## src/rtl/fnd_scan_periph.sv

```systemverilog
// fnd_scan_periph: APB-programmable 4-digit, 7-segment display scanner.
// Registers: FCR (enable), FDR (four hex digits), FDP (decimal points),
// FPR (scan prescale). Each access is answered with one wait state.
// The display is multiplexed one digit at a time, paced by a prescaler.
// Optional build macro FND_LEADING_ZERO_BLANK_EN blanks leading zero digits
// above the most-significant nonzero nibble, unless that digit's decimal
// point is lit. Digit 0 is never blanked.
//
// APB handshake FSM
//   state    | meaning
//   APB_IDLE | waiting for PSEL&&PENABLE; commits the access and raises PREADY
//   APB_ACK  | PREADY high for this one cycle; any held select is ignored
module fnd_scan_periph (
  input  logic        PCLK,
  input  logic        PRESET,
  input  logic [3:0]  PADDR,
  input  logic [31:0] PWDATA,
  input  logic        PWRITE,
  input  logic        PENABLE,
  input  logic        PSEL,
  output logic [31:0] PRDATA,
  output logic        PREADY,
  output logic [3:0]  fndcomm,
  output logic [7:0]  fndfont
);

  typedef enum logic {
    APB_IDLE = 1'b0,
    APB_ACK  = 1'b1
  } apb_state_t;

  localparam logic [1:0]  SEL_FCR   = 2'd0;
  localparam logic [1:0]  SEL_FDR   = 2'd1;
  localparam logic [1:0]  SEL_FDP   = 2'd2;
  localparam logic [1:0]  SEL_FPR   = 2'd3;
  localparam logic [15:0] FPR_RESET = 16'd49999;

  apb_state_t  apb_state;
  logic        fcr;
  logic [15:0] fdr;
  logic [3:0]  fdp;
  logic [15:0] fpr;
  logic [15:0] presc;
  logic [1:0]  idx;

  logic        access;
  logic        fpr_wr;
  logic        tick;
  logic [1:0]  reg_sel;
  logic [31:0] rd_mux;
  logic [3:0]  digit;
  logic [6:0]  seg;
  logic        blank;
  logic        unused_bits;

  assign reg_sel     = PADDR[3:2];
  // A transfer starts only from idle, so the cycle that shows PREADY
  // cannot commit a second time even though PSEL/PENABLE are still high.
  assign access      = PSEL && PENABLE && !PREADY && (apb_state == APB_IDLE);
  assign fpr_wr      = access && PWRITE && (reg_sel == SEL_FPR);
  assign tick        = fcr && (presc == fpr);
  assign unused_bits = ^{PADDR[1:0], PWDATA[31:16]};

  // Read-back mux; unimplemented bits read as zero.
  always_comb begin
    rd_mux = 32'd0;
    case (reg_sel)
      SEL_FCR: rd_mux = {31'd0, fcr};
      SEL_FDR: rd_mux = {16'd0, fdr};
      SEL_FDP: rd_mux = {28'd0, fdp};
      SEL_FPR: rd_mux = {16'd0, fpr};
      default: rd_mux = 32'd0;
    endcase
  end

  // APB handshake FSM with register commit and registered read data.
  always_ff @(posedge PCLK) begin
    if (PRESET) begin
      apb_state <= APB_IDLE;
      PREADY    <= 1'b0;
      PRDATA    <= 32'd0;
      fcr       <= 1'b0;
      fdr       <= 16'd0;
      fdp       <= 4'd0;
      fpr       <= FPR_RESET;
    end else begin
      case (apb_state)
        APB_IDLE: begin
          if (access) begin
            apb_state <= APB_ACK;
            PREADY    <= 1'b1;
            if (PWRITE) begin
              case (reg_sel)
                SEL_FCR: fcr <= PWDATA[0];
                SEL_FDR: fdr <= PWDATA[15:0];
                SEL_FDP: fdp <= PWDATA[3:0];
                SEL_FPR: fpr <= PWDATA[15:0];
                default: ;
              endcase
            end else begin
              PRDATA <= rd_mux;
            end
          end
        end
        APB_ACK: begin
          apb_state <= APB_IDLE;
          PREADY    <= 1'b0;
        end
        default: begin
          apb_state <= APB_IDLE;
          PREADY    <= 1'b0;
        end
      endcase
    end
  end

  // Prescaler and digit index; both parked at zero while disabled so that
  // re-enabling always starts a full slot on digit 0.
  always_ff @(posedge PCLK) begin
    if (PRESET || !fcr) begin
      presc <= 16'd0;
      idx   <= 2'd0;
    end else begin
      // An FPR write restarts the slot timer but leaves the digit alone;
      // a tick landing on the same edge still advances the digit.
      if (tick || fpr_wr) begin
        presc <= 16'd0;
      end else begin
        presc <= presc + 16'd1;
      end
      if (tick) begin
        idx <= idx + 2'd1;
      end
    end
  end

  // Select the nibble of the digit currently being scanned.
  always_comb begin
    digit = 4'd0;
    case (idx)
      2'd0: digit = fdr[3:0];
      2'd1: digit = fdr[7:4];
      2'd2: digit = fdr[11:8];
      2'd3: digit = fdr[15:12];
      default: digit = 4'd0;
    endcase
  end

  // Hex to active-low segment pattern (g..a).
  always_comb begin
    seg = 7'h7F;
    case (digit)
      4'h0: seg = 7'h40;
      4'h1: seg = 7'h79;
      4'h2: seg = 7'h24;
      4'h3: seg = 7'h30;
      4'h4: seg = 7'h19;
      4'h5: seg = 7'h12;
      4'h6: seg = 7'h02;
      4'h7: seg = 7'h78;
      4'h8: seg = 7'h00;
      4'h9: seg = 7'h10;
      4'hA: seg = 7'h08;
      4'hB: seg = 7'h03;
      4'hC: seg = 7'h46;
      4'hD: seg = 7'h21;
      4'hE: seg = 7'h06;
      4'hF: seg = 7'h0E;
      default: seg = 7'h7F;
    endcase
  end

`ifdef FND_LEADING_ZERO_BLANK_EN
  logic [1:0] msn;

  // Position of the most-significant nonzero nibble (0 when FDR is zero).
  always_comb begin
    msn = 2'd0;
    if (fdr[7:4]   != 4'd0) msn = 2'd1;
    if (fdr[11:8]  != 4'd0) msn = 2'd2;
    if (fdr[15:12] != 4'd0) msn = 2'd3;
  end

  // idx > msn implies idx > 0, so digit 0 is never blanked.
  assign blank = (idx > msn) && !fdp[idx];
`else
  assign blank = 1'b0;
`endif

  // Drive the selected digit; everything dark while disabled or blanked.
  always_comb begin
    fndcomm = 4'hF;
    fndfont = 8'hFF;
    if (fcr && !blank) begin
      fndcomm[idx] = 1'b0;
      fndfont      = {~fdp[idx], seg};
    end
  end

endmodule
```

## config.mk

```make
export PLATFORM = sky130hd
export DESIGN_NAME = fnd_scan_periph
export DESIGN_NICKNAME = d
export VERILOG_FILES = /design/src/rtl/fnd_scan_periph.sv
export SDC_FILE = /design/constraint.sdc
export NUM_CORES = 1
export LEC_CHECK = 0
export BUFFER_PORTS_ARGS = -buffer_cell sky130_fd_sc_hd__clkbuf_2
export CAP_MARGIN = 20
export CORE_ASPECT_RATIO = 1.5
export CORE_UTILIZATION = 54
export DETAILED_ROUTE_END_ITERATION = 12
export PLACE_DENSITY = 0.77
export SLEW_MARGIN = 20
export SYNTH_ARGS = -nofsm -noshare
export SYNTH_HDL_FRONTEND = slang
export SYNTH_SLANG_ARGS = --single-unit
```

## constraint.sdc

```tcl
create_clock -name PCLK -period 3.36 [get_ports PCLK]
set_clock_uncertainty 0.05 [all_clocks]
set_input_delay 0.672 -clock PCLK [delete_from_list [all_inputs] [get_ports PCLK]]
set_output_delay 0.672 -clock PCLK [all_outputs]
set_load 0.02 [all_outputs]
```

==> metrics.txt, run 1 <==
Post-Synthesis Cells=449; clk sink count=between 70 and 80; hpwl dp=6290 microns; vias after detailed routing=3290; DRC Markers=3; top cells by area, synth=dfxtp_1 38%, nand2_1 9.2%, a21oi_1 5.5%, mux2_2 5.3%, xor2_1 5.2%; Max Clock Freq=between 200 and 300 MHz; top_reg_cell synth=dfxtp_1; largest area contributor in the synthesized netlist=dfxtp_1; unrepaired setup endpoints after global routing=yes; utilization of the core after routing=between 60% and 70%; Worst Path Class, Setup=flip-flop to output pin; number of synthesized register bits=73; Clock Root Buffer=clkbuf_8; violated checks=design-rule violations; fraction of power spent switching nets=25.5%; relative slew slack=between 40% and 50%; hold path cells=2; count of antenna diodes in the layout=0; number of antenna violations at the first check in global routing=0; critical path data required time=2640 ps; worst-case hold slack=around 400 ps; CP Capture Type=output pin; share of async-settable or async-resettable flops after synthesis=0%; PortBufs=51; clock buffer depth=2; drt wl/cell=15.6 microns; total global routing overflow=0; static leakage=1.67 nW; latest clock arrival within the worst-skew pair=360 ps; area delta synth->final=13.2%; layout cell share with drive strength beyond 1=27.4%; clock buffer count from CTS=9; largest net degree at the start of global routing=56; hold crit path type=flip-flop to flip-flop; GR Util All Layers=25.2%; number of cells in the finished layout apart from fillers=578; sequential share of power=55.1%; Final Routed Wirelength=8990 microns; number of distinct library cell variants in the gate-level netlist after synthesis=46; die area=around 0.0075 sq mm; initial standard-cell utilization of the core=55.9%; part of the cycle the worst path needs=99.4%; area of all placed cells without fillers=0.00437 sq mm; vias in the first global route=3120; clock group share of total power=37.4%; count of max-cap constraint violations=0; count of nets after finishing=550; register clock-pin slew on the reported worst setup and hold paths=around 70 ps; Internal Dissipation=1.19 mW; area of all sequential standard cells=0.00147 sq mm; layout filler cell count=564; total area of multi-input combinational cells=0.00222 sq mm; share of the synthesized area in the top cell type=37.9%; Psw=0.408 mW; depth of the most critical reg-to-reg path=5; Max Slew Vio Count=0; overall die height=105 microns; maximum vdd drop=0.315 mV; sequential fraction of the synthesis area=37.9%; startpoint type of the worst setup path=flip-flop; final critical-path required period=between 3000 and 4000 ps; number of placement rows=37; Routed Antenna Nets=0; die width=71 microns; number of synthesized flops with an enable pin=0; Warnings, synthesis=0; result of the run=finished, violations left; worst slack after detailed placement=243 ps; share of total power in combinational logic=7.5%; Max FO, Critical Path=5; number of top-level pins=86; total cell area at the placement stage=0.00402 sq mm; Worst Slack Setup Final=19.5 ps; final estimated routing congestion in global placement=0.903; average vias per placed instance=5.69; number of hold-slack violations in the final timing report=0; H-tree depth=3; power density over the cells=about 370 mW/mm^2; instance count after placement with tap cells included=555; count of endpoints failing setup in the final report=0; Iter 0 DRT Violations=234; total power draw=1.60 mW; leading cell type in the layout, fill and taps excluded=nand2_1; global-route wire length before repair=about 15000 microns; final total negative setup slack=0 ps; area of the core=0.00690 sq mm; Slew @ Worst Pin=792 ps; total iterations of the first detailed-routing run=8; clock tree from TritonCTS=yes; highest-count cells in the layout ignoring fill and taps=94 x nand2_1, 71 x dfxtp_1, 45 x clkbuf_2, 40 x a21oi_1, 23 x xor2_1; Mapped Area=roughly 0.0039 sq mm; data arrival time of the worst path=2620 ps; average footprint of a synthesized cell=8.59 sq um
==> power groups by stage <==
| stage | logic, mW | clock network, mW | registers (mW) |
|---|---|---|---|
| final | 0.121 | 0.599 | 0.883 |
| after global routing | 0.131 | 0.639 | 0.884 |
| after CTS | 0.118 | 0.606 | 0.883 |
| after detailed placement | 0.117 | 0 | 0.905 |
| after global placement | 0.115 | 0 | 0.904 |
| after floorplan | 0.0937 | 0 | 0.907 |
==> cells by family after synthesis <==
| kind of cell | synth area share (%) |
|---|---|
| buffers and inverters | 8.47 |
| other | 0.0972 |
| AOI/OAI and AO/OA | 9.18 |
| and+or+nand+nor | 24.4 |
| muxes | 9.02 |
| adders and majority gates | 3.89 |
| DFF | 37.9 |
| xor gates and xnor gates | 7.01 |
==> critical path, cell delays in order (launching register included) <==
cell and delay (ps):
dfxtp_4 410, clkinvlp_4 150, ha_4 200, a222oi_1 230
inv_1 90, mux2i_1 180, buf_4 170, ha_2 230
mux2i_1 90, mux2_2 280, nand2_1 80, buf_4 150
==> synth_stat cells (8+ instances only) <==
cell / number
clkbuf_1: 11
inv_1: 12
nor3_2: 10
mux2i_1: 10
nor3_1: 10
buf_2: 8
nand3b_1: 10
xor2_1: 23
nand3_1: 21
ha_1: 12
nor2_1: 16
dfxtp_1: 73
a21oi_1: 42
mux2_2: 18
buf_4: 19
nand2_1: 95
==> state kept, by name (all words and copies together) (netlist names) <==
| register | flops |
|---|---|
| fdr | 16 |
| fpr | 16 |
| apb_state | 1 |
| idx | 2 |
| fdp | 4 |
| fcr | 1 |
| PREADY | 1 |
| PRDATA | 16 |
| presc | 16 |
==> area by class of cell <==
class / count / share of cell area [%]
Clock buffer: 11 / 3.24
Clock inverter: 3 / 0.430
Inverter: 12 / 1.12
Multi-Input combinational cell: 336 / 50.8
Sequential cell: 73 / 33.6
Tap cell: 78 / 2.23
Timing Repair Buffer: 65 / 8.57
==> layer usage <==
layer / vias to the layer above / wire length (microns) / track usage (%)
li1: 1580 / - / -
met1: 1555 / 3580 / 27.9
met2: 126 / 4590 / 43.3
met3: 29 / 481 / 4.59
met4: 0 / 348 / 17.0
met5: - / 0 / 0
==> what timing repair did <==
item                                    CTS  global route
setup buffers                             2             7
resized for setup                         9            34
hold endpoints to repair                  0             0
endpoints found under the setup margin    7             7
hold buffers                              0             0
pin swaps                                 0             9
==> worst paths after layout <==
check                           slack, ps        from    endpoint
worst max-delay path                   20      idx[0]  fndfont[0]
worst min-delay path                  400  PRDATA[14]  PRDATA[14]
worst max register to register       1090    presc[6]    presc[1]
worst min register to register        400  PRDATA[14]  PRDATA[14]
Note: power is estimated with default switching activity, not from simulation.
==> inputs of run 2 (changes only) <==
--- a/config.mk
+++ b/config.mk
@@ -8,9 +8,9 @@
 export BUFFER_PORTS_ARGS = -buffer_cell sky130_fd_sc_hd__clkbuf_2
 export CAP_MARGIN = 20
 export CORE_ASPECT_RATIO = 1.5
-export CORE_UTILIZATION = 54
+export CORE_UTILIZATION = 40
 export DETAILED_ROUTE_END_ITERATION = 12
-export PLACE_DENSITY = 0.77
+export PLACE_DENSITY = 0.59
 export SLEW_MARGIN = 20
 export SYNTH_ARGS = -nofsm -noshare
 export SYNTH_HDL_FRONTEND = slang
==> run 2 against run 1 <==
The run now ends clean. Count of clock-buffer cells in the layout is 1 higher. Sequential cell count unchanged. Critical path depth is 2 lower. Total power rose by 25%. Clock power is 67% higher. Largest cell class unchanged.
==> metrics.txt, run 2 (synthesized netlist as in run 1, its figures left out) <==
Clock Root Buffer=clkbuf_16; sequential share of power=44.0% (-11 points); CP Capture Type=output pin; instance count after placement with tap cells included=589 (+6.1%); share of total power in combinational logic=6.0% (-1.5 points); count of antenna diodes in the layout=0 (unchanged); maximum vdd drop=0.355 mV (+12%); clock buffer depth=2 (unchanged); fraction of power spent switching nets=22.8% (-2.7 points); count of nets after finishing=546 (-0.73%); overall die height=122 microns (+16%); die width=82.2 microns (+16%); clock buffer count from CTS=9 (unchanged); area of the core=0.00931 sq mm (+35%); number of antenna violations at the first check in global routing=0 (unchanged); drt wl/cell=15.2 microns (-2.6%); DRC Markers=0 (-3); count of max-cap constraint violations=0 (unchanged); hpwl dp=6660 microns (+6.0%); power density over the cells=448 mW/mm^2 (+22%); highest-count cells in the layout ignoring fill and taps=95 x nand2_1, 71 x dfxtp_1, 48 x clkbuf_2, 42 x a21oi_1, 23 x xor2_1; global-route track usage on met2=34.1% (-9.2 points); final estimated routing congestion in global placement=0.826 (-8.6%); met3 demand-to-capacity share in global routing=4.01% (-0.57 points); layout cell share with drive strength beyond 1=25.5% (-1.9 points); Worst Path Class, Setup=flip-flop to output pin; global-route wire length before repair=15000 microns (+3.5%); relative slew slack=47.8% (+0.66 points); area delta synth->final=16.1%; average vias per placed instance=5.18 (-8.9%); layout filler cell count=912 (+62%); total iterations of the first detailed-routing run=4 (-4); area of all placed cells without fillers=0.00448 sq mm (+2.5%); count of endpoints failing setup in the final report=0 (unchanged); result of the run=finished, final reports clean; final critical-path required period=3260 ps (-82.3 ps); number of placement rows=43 (+16%); leading cell type in the layout, fill and taps excluded=nand2_1; die area=0.0100 sq mm (+34%); total cell area at the placement stage=0.00406 sq mm (+1.1%); critical path data required time=2640 ps (about the same); Iter 0 DRT Violations=181 (-23%); Slew @ Worst Pin=783 ps (-9.91 ps); GR Util All Layers=20.1% (-5.1 points); part of the cycle the worst path needs=97.0% (-2.5 points); Max FO, Critical Path=6 (+1); largest net degree at the start of global routing=56 (unchanged); origin of the worst min-delay path=PRDATA[9]; vias in the first global route=3047 (-2.3%); vias after detailed routing=3162 (-3.9%); data arrival time of the worst path=2540 ps (-80 ps); clk sink count=73 (unchanged); static leakage=1.73 nW (+3.7%); clock tree from TritonCTS=yes; Psw=0.457 mW (+12%); total global routing overflow=0 (unchanged); count of hold-fix buffers inserted at cts=0 (unchanged); Internal Dissipation=1.55 mW (+30%); Critical R2R Launch=presc[10]; unrepaired setup endpoints after global routing=yes; latest clock arrival within the worst-skew pair=330 ps (-30 ps); H-tree depth=3 (unchanged); number of top-level pins=86 (unchanged); number of cells in the finished layout apart from fillers=610 (+5.5%); GRT Max-Usage Layer=met2; Max Clock Freq=307 MHz (+2.5%); register clock-pin slew on the reported worst setup and hold paths=60 ps (about the same); number of hold-slack violations in the final timing report=0 (unchanged); met1 capacity usage during global routing=23.8% (-4.1 points); Final Routed Wirelength=9240 microns (+2.8%); hold crit path type=flip-flop to flip-flop; worst setup path startpoint=idx[1]; initial standard-cell utilization of the core=41.4% (-14 points); startpoint type of the worst setup path=flip-flop; PortBufs=51 (unchanged); Routed Antenna Nets=0 (unchanged); Max Slew Vio Count=0 (unchanged); clock group share of total power=50.0% (+13 points)
-- run 2: metrics by stage --
stage | worst slack [ps] | power, mW | setup TNS, ps | utilization (%) | hold slack, ps
finish | 102 | 2.01 | 0 | 48.1 | 402
floorplan | 110 | 1.00 | 0 | - | 396
CTS | 8.00 | 2.02 | 0 | 47.5 | 405
detailed placement | 153 | 1.02 | 0 | 43.7 | 394
global route | -9.84 | 2.07 | -9.84 | 48.1 | 419
global placement | 184 | 1.02 | 0 | 43.7 | 391
-- run 2: critical path, stage by stage (launching register included) --
cell	delay [ps]
dfxtp_4	370
buf_4	140
ha_4	170
a222oi_1	400
mux2i_2	200
ha_2	260
mux2_2	270
nand2_1	60
o311ai_0	120
clkbuf_2	210
-- run 2: worst paths after layout --
check / endpoint / slack, ps / cells after the start
setup / recovery: fndfont[4] / 100 / 9
hold reg to reg: PRDATA[9] / 400 / 2
setup reg to reg: presc[3] / 1130 / 5
hold / removal: PRDATA[9] / 400 / 2
-- run 2: repair_timing --
action / in CTS / in global routing
gates resized for setup: 12 / 14
setup endpoints to repair: 7 / 7
pin swaps: 1 / 2
buffers inserted: 1 / 4
-- run 2: area by class of cell --
| cell class | count | area (sq um) | area share (%) |
|---|---|---|---|
| Sequential cell | 73 | 1470 | 32.8 |
| Inverter | 12 | 47.5 | 1.06 |
| Clock buffer | 12 | 267 | 5.95 |
| Timing Repair Buffer | 61 | 335 | 7.49 |
| Multi-Input combinational cell | 336 | 2170 | 48.5 |
| Tap cell | 112 | 140 | 3.13 |
| Clock inverter | 4 | 48.8 | 1.09 |
-- run 2: metal layers --
metal / routed length (microns) / vias to the layer above / part of all wire [%]
met1: 3920 / 1497 / 42
li1: - / 1578 / -
met3: 316 / 18 / 3.4
met5: 0 / - / 0
met2: 4770 / 69 / 52
met4: 241 / 0 / 2.6
-- run 2: power groups by stage --
stage / Clock, mW / Combinational, mW / Sequential, mW
2_1_floorplan: 0 / 0.0937 / 0.907
3_3_place_gp: 0 / 0.118 / 0.905
3_5_place_dp: 0 / 0.119 / 0.905
4_1_cts: 1.02 / 0.120 / 0.884
5_1_grt: 1.06 / 0.133 / 0.885
6_report: 1.00 / 0.120 / 0.884
